<file path="src/rtl/mux_pkg.sv">
// Shared definitions for the stream mux/demux family.
//   lane_idx_t : 2-bit lane selector
//   NUM_LANES  : lanes per block
//   LANE_DEPTH : entries buffered per lane
package mux_pkg;

  typedef logic [1:0] lane_idx_t;

  localparam int NUM_LANES  = 4;
  localparam int LANE_DEPTH = 2;

  // Occupancy value at which a lane refuses further pushes.
  localparam logic [1:0] LANE_FULL = 2'(LANE_DEPTH);

endpackage

</file>
<file path="src/rtl/demux_lane_fifo.sv">
// Two-entry lane FIFO used once per demux output lane.
// Ports:
//   clk, rst     : clock, synchronous active-high reset
//   push         : write push_data this cycle (ignored when full)
//   push_data    : payload written on push
//   pop          : consumer takes the head (ignored when empty)
//   head_valid   : head entry present
//   head_data    : head entry; holds its last value when empty
//   occupancy    : number of stored entries, 0..2
// slot0 is always the head; slot1 is the second entry. Entries shift
// forward only when a pop leaves a second entry behind, so head_data
// stays put while the head is waiting and after the lane drains.
module demux_lane_fifo
  import mux_pkg::*;
#(
  parameter int WIDTH = 1
) (
  input  logic             clk,
  input  logic             rst,
  input  logic             push,
  input  logic [WIDTH-1:0] push_data,
  input  logic             pop,
  output logic             head_valid,
  output logic [WIDTH-1:0] head_data,
  output logic [1:0]       occupancy
);

  logic [WIDTH-1:0] slot0_q, slot0_d;
  logic [WIDTH-1:0] slot1_q, slot1_d;
  logic [1:0]       occ_q, occ_d;
  logic             do_push, do_pop;

  always_comb begin
    slot0_d = slot0_q;
    slot1_d = slot1_q;
    occ_d   = occ_q;
    do_push = push && (occ_q != LANE_FULL);
    do_pop  = pop && (occ_q != 2'd0);

    case ({do_push, do_pop})
      2'b10: begin
        if (occ_q == 2'd0) slot0_d = push_data;
        else               slot1_d = push_data;
        occ_d = occ_q + 2'd1;
      end
      2'b01: begin
        if (occ_q == 2'd2) slot0_d = slot1_q;
        occ_d = occ_q - 2'd1;
      end
      2'b11: begin
        // Occupancy unchanged; the new beat lands behind whatever remains.
        if (occ_q == 2'd1) begin
          slot0_d = push_data;
        end else begin
          slot0_d = slot1_q;
          slot1_d = push_data;
        end
      end
      default: ;
    endcase
  end

  always_ff @(posedge clk) begin
    if (rst) begin
      slot0_q <= '0;
      slot1_q <= '0;
      occ_q   <= 2'd0;
    end else begin
      slot0_q <= slot0_d;
      slot1_q <= slot1_d;
      occ_q   <= occ_d;
    end
  end

  assign head_valid = (occ_q != 2'd0);
  assign head_data  = slot0_q;
  assign occupancy  = occ_q;

endmodule

</file>
<file path="src/rtl/demux4_stream.sv">
// 1-to-4 valid/ready stream demultiplexer.
// Ports:
//   clk, rst   : clock, synchronous active-high reset
//   in_valid   : producer has a beat
//   in_ready   : beat accepted this cycle if in_valid
//   in_data    : beat payload (WIDTH)
//   in_sel     : destination lane, sampled only on accept
//   out_valid  : per-lane head valid
//   out_ready  : per-lane consumer ready
//   out_data   : lane i payload at [i*WIDTH +: WIDTH]
//   lane_cnt   : lane i saturating accept count at [i*CNT_W +: CNT_W]
// Each lane owns a 2-entry FIFO, so a stalled consumer only blocks
// beats aimed at its own lane. in_ready depends on in_sel and the
// registered occupancy only; out_ready never reaches it combinationally,
// which means a full lane stays closed for the cycle in which it pops.
module demux4_stream
  import mux_pkg::*;
#(
  parameter int WIDTH = 1,
  parameter int CNT_W = 8
) (
  input  logic                   clk,
  input  logic                   rst,
  input  logic                   in_valid,
  output logic                   in_ready,
  input  logic [WIDTH-1:0]       in_data,
  input  logic [1:0]             in_sel,
  output logic [3:0]             out_valid,
  input  logic [3:0]             out_ready,
  output logic [4*WIDTH-1:0]     out_data,
  output logic [4*CNT_W-1:0]     lane_cnt
);

  logic [NUM_LANES-1:0][1:0]       occ;
  logic [NUM_LANES-1:0]            head_valid;
  logic [NUM_LANES-1:0][WIDTH-1:0] head_data;
  logic [NUM_LANES-1:0]            push;
  logic [NUM_LANES-1:0]            pop;
  logic [NUM_LANES-1:0][CNT_W-1:0] cnt_q, cnt_d;
  logic                            accept;
  lane_idx_t                       sel;

  assign sel      = lane_idx_t'(in_sel);
  assign in_ready = !rst && (occ[sel] != LANE_FULL);
  assign accept   = in_valid && in_ready;

  always_comb begin
    push = '0;
    if (accept) push[sel] = 1'b1;
  end

  assign pop = head_valid & out_ready;

  for (genvar i = 0; i < NUM_LANES; i++) begin : g_lane
    demux_lane_fifo #(.WIDTH(WIDTH)) u_fifo (
      .clk        (clk),
      .rst        (rst),
      .push       (push[i]),
      .push_data  (in_data),
      .pop        (pop[i]),
      .head_valid (head_valid[i]),
      .head_data  (head_data[i]),
      .occupancy  (occ[i])
    );
  end

  // Per-lane accept counters saturate at all-ones.
  always_comb begin
    cnt_d = cnt_q;
    for (int i = 0; i < NUM_LANES; i++) begin
      if (push[i] && (cnt_q[i] != {CNT_W{1'b1}}))
        cnt_d[i] = cnt_q[i] + CNT_W'(1);
    end
  end

  always_ff @(posedge clk) begin
    if (rst) cnt_q <= '0;
    else     cnt_q <= cnt_d;
  end

  assign out_valid = head_valid;
  assign out_data  = head_data;
  assign lane_cnt  = cnt_q;

endmodule

</file>
<file path="config.mk">
export PLATFORM = sky130hd
export DESIGN_NAME = demux4_stream
export DESIGN_NICKNAME = d
export VERILOG_FILES = /design/src/rtl/mux_pkg.sv /design/src/rtl/demux_lane_fifo.sv /design/src/rtl/demux4_stream.sv
export SDC_FILE = /design/constraint.sdc
export NUM_CORES = 1
export LEC_CHECK = 0
export BUFFER_PORTS_ARGS = -buffer_cell sky130_fd_sc_hd__buf_2
export CAP_MARGIN = 20
export CORE_MARGIN = 4
export CORE_UTILIZATION = 25
export CTS_BUF_LIST = sky130_fd_sc_hd__clkbuf_16
export DETAILED_ROUTE_END_ITERATION = 16
export PLACE_DENSITY = 0.39
export SLEW_MARGIN = 15
export SYNTH_ARGS = -nofsm -noshare
export SYNTH_HDL_FRONTEND = slang
export SYNTH_SLANG_ARGS = --single-unit
</file>
<file path="constraint.sdc">
create_clock -name clk -period 2.3 [get_ports clk]
set_input_delay 0.345 -clock clk [delete_from_list [all_inputs] [get_ports clk]]
set_output_delay 0.345 -clock clk [all_outputs]
set_load 0.05 [all_outputs]
</file>
==> load_flow_metrics.sql <==
INSERT INTO impl_metrics (metric_group, metric, value, unit) VALUES
('yosys', 'mappedNetlistArea', '3140', 'sq um'),
('timing', 'rsz0062_at_grt', 'no', ''),
('final_layout', 'layout_area_growth_over_synthesis', '18.1', '%'),
('worst_setup_path', 'timing.critical_path.required', '1960', 'ps'),
('worst_setup_path', 'crit_path_end', 'in_ready', ''),
('yosys', 'sequential_cell_area_fraction_in_the_yosys_report', '30.6', '%'),
('detailed_routing', 'wirelength', '8.08', 'mm'),
('power', 'peakVddDrop', '0.000364', 'V'),
('final_layout', 'diodes', '0', ''),
('yosys', 'yosysMostFrequentCell', 'dfxtp_1', ''),
('timing', 'maxSlewHeadroom', '60.9', '%'),
('yosys', 'yosys_warnings', '0', ''),
('yosys', 'async_reset_ff_share', '0', '%'),
('run_status', 'run_status', 'finished, final reports clean', ''),
('cts', 'cells_resized_by_post_cts_repair', '0', ''),
('hold_path', 'hold_class', 'in -> reg', ''),
('cts', 'clock-root-buffer', 'clkbuf_16', ''),
('yosys', 'netlist.top_cell.by_area', 'dfxtp_1', ''),
('detailed_routing', 'vias_per_cell', '4.75', ''),
('global_routing', 'initial_antenna_violation_count', '0', ''),
('timing', 'upper_clock_frequency_limit', '469', 'MHz'),
('worst_setup_path', 'rr_startpoint', 'g_lane[1].u_fifo.occupancy[0]', ''),
('timing', 'finalMaxSlewViolations', '0', ''),
('global_routing', 'grt_overflow', '0', ''),
('yosys', 'synthDistinctLibCells', '48', ''),
('power', 'power_switching_share', '39.5', '%'),
('detailed_routing', 'detailed_routing_wirelength_on_met1', '4.07', 'mm'),
('power', 'p_int', '0.00165', 'W'),
('power', 'comb_power_share', '38.4', '%'),
('detailed_routing', 'drt_pass1_iterations', '4', ''),
('yosys', 'syn-mean-instance-area', '8.45', 'sq um'),
('cts', 'cts_hold_buffers', '0', ''),
('detailed_routing', 'wire_per_inst', '13.7', 'um'),
('worst_setup_path', 'end_kind', 'primary output', ''),
('yosys', 'most_frequently_used_flop_master_after_synthesis', 'dfxtp_1', ''),
('timing', 'final_hold_viol_count', '0', ''),
('floorplan', 'fp-row-count', '40', ''),
('timing', 'finalSetupViolations', '0', ''),
('yosys', 'synth-edff-count', '0', ''),
('detailed_routing', 'drt-initial-drc-count', '147', ''),
('floorplan', 'fp.dieW', '120', 'um'),
('power', 'switching_power_of_the_nets', '0.00107', 'W'),
('timing', 'transition_time_of_the_tightest_slew_check_pin', '584', 'ps'),
('final_layout', 'multi_input_area', '1950', 'sq um'),
('floorplan', 'start_util', '25.8', '%'),
('place', 'place.port_buffers', '50', ''),
('cts', 'clock_sink_count', '48', ''),
('yosys', 'syn-num-nets', '417', ''),
('place', 'half_perimeter_wire_length_of_the_detailed_placement_result', '6.19', 'mm'),
('yosys', 'synth_top_area_share', '30.6', '%'),
('timing', 'final.setup_skew', '3.89', 'ps'),
('power', 'cellLeakagePower', '1.57', 'nW'),
('worst_setup_path', 'critical_path.startpoint_type', 'flop', ''),
('worst_setup_path', 'critical_path.startpoint', 'g_lane[3].u_fifo.occupancy[0]', ''),
('global_routing', 'grt_start_max_net_pins', '31', ''),
('floorplan', 'floorplan.core_area', '12200', 'sq um'),
('yosys', 'syn-instance-count', '371', ''),
('yosys', 'netlist_top_cells_area', 'dfxtp_1, ha_1, nor2b_1', ''),
('worst_setup_path', 'reg2reg_slack', '270', 'ps'),
('final_layout', 'finalNetCount', '467', ''),
('cts', 'cts_tree', 'yes', ''),
('detailed_routing', 'routed-wl-met3', '364', 'um'),
('power', 'p_per_area', '735', 'nW/um^2'),
('global_routing', 'track_usage', '11.5', '%'),
('worst_setup_path', 'r2r.worst_path.cells', '8', ''),
('worst_setup_path', 'worst_ep_arrival_time', '1790', 'ps'),
('cts', 'clk_latency', '290', 'ps'),
('run', 'max_cap_viol_count', '0', ''),
('cts', 'htreeDepth', '2', ''),
('place', 'place_congestion', '0.752', ''),
('timing', 'totalNegativeSetupSlack', '0', 'ps');
state kept, by name (all words and copies together) (netlist names):
signal / flops
g_lane.u_fifo.occupancy: 8
lane_cnt: 32
g_lane.u_fifo.head_data: 4
g_lane.u_fifo.slot1_q: 4
how the worst min path moves through the flow:
stage               slack [ps]                       end  depth (start not counted)                      from
global placement           460              lane_cnt[14]                          2              lane_cnt[14]
global route               370  g_lane[1].u_fifo.slot1_q                          2                       rst
finish                     380  g_lane[2].u_fifo.slot1_q                          2                       rst
floorplan                  460  g_lane[0].u_fifo.slot1_q                          2  g_lane[0].u_fifo.slot1_q
detailed placement         470              lane_cnt[14]                          2              lane_cnt[14]
CTS                        370  g_lane[1].u_fifo.slot1_q                          2                       rst
cell usage in the layout (no fill, tap or decap), types with 5 or more instances in the layout:
master     instances
xor2_1             6
nor2_1            31
nand2b_1           5
o21ai_0            9
nand2_1           27
buf_2             50
nor2b_1           21
nand4_1            7
nand3_1           15
a211oi_1           6
a21oi_1           24
or4_1              7
dfxtp_1           48
or3_1              8
o31ai_1            8
a311oi_1           5
mux2i_1            7
inv_1             30
buf_4             11
o211ai_1          11
clkbuf_16          5
ha_1              36
stage by stage:
stage	util, %	hold slack [ps]	setup WS [ps]	area (sq um)	cells
CTS	30.5	365	142	3700	589
floorplan	-	464	248	3140	371
finish	30.5	384	167	3700	589
detailed placement	29.4	466	106	3570	582
global route	30.5	368	39.3	3700	589
global placement	29.4	457	129	3570	582
area by class of cell:
type	count	share of cell area (%)
Multi-Input combinational cell	275	52.8
Sequential cell	48	25.9
Timing Repair Buffer	61	8.99
Tap cell	168	5.68
Clock buffer	5	3.38
Inverter	30	3.04
Clock inverter	2	0.203
power groups by stage:
| stage | logic (W) | registers, W | clock network (W) |
|---|---|---|---|
| after floorplan | 0.000876 | 0.000985 | 0 |
| after global placement | 0.00105 | 0.000990 | 0 |
| after detailed placement | 0.00105 | 0.000991 | 0 |
| after CTS | 0.00106 | 0.000973 | 0.000743 |
| after global routing | 0.00117 | 0.000985 | 0.000772 |
| final | 0.00105 | 0.000972 | 0.000706 |
worst max-delay path, stage by stage, from the launching register on:
cell	delay [ps]
dfxtp_1	420
nor2b_1	90
mux4_2	600
nor2_1	120
buf_2	270
routing by layer:
metal,GRT usage [%],up-vias
met3,2.92,2
met5,0,-
met1,15.2,1316
met2,18.4,48
li1,-,1430
met4,3.22,0
cells by family after synthesis:
family / count (synthesis) / share of synthesized area [%]
and+or+nand+nor: 142 / 24.5
xor gates and xnor gates: 7 / 1.96
muxes: 11 / 4.51
DFF: 48 / 30.6
AOI/OAI and AO/OA: 79 / 17.0
adders and majority gates: 36 / 14.4
buffers and inverters: 48 / 7.02
No activity file was read; power rests on OpenSTA's default activity.
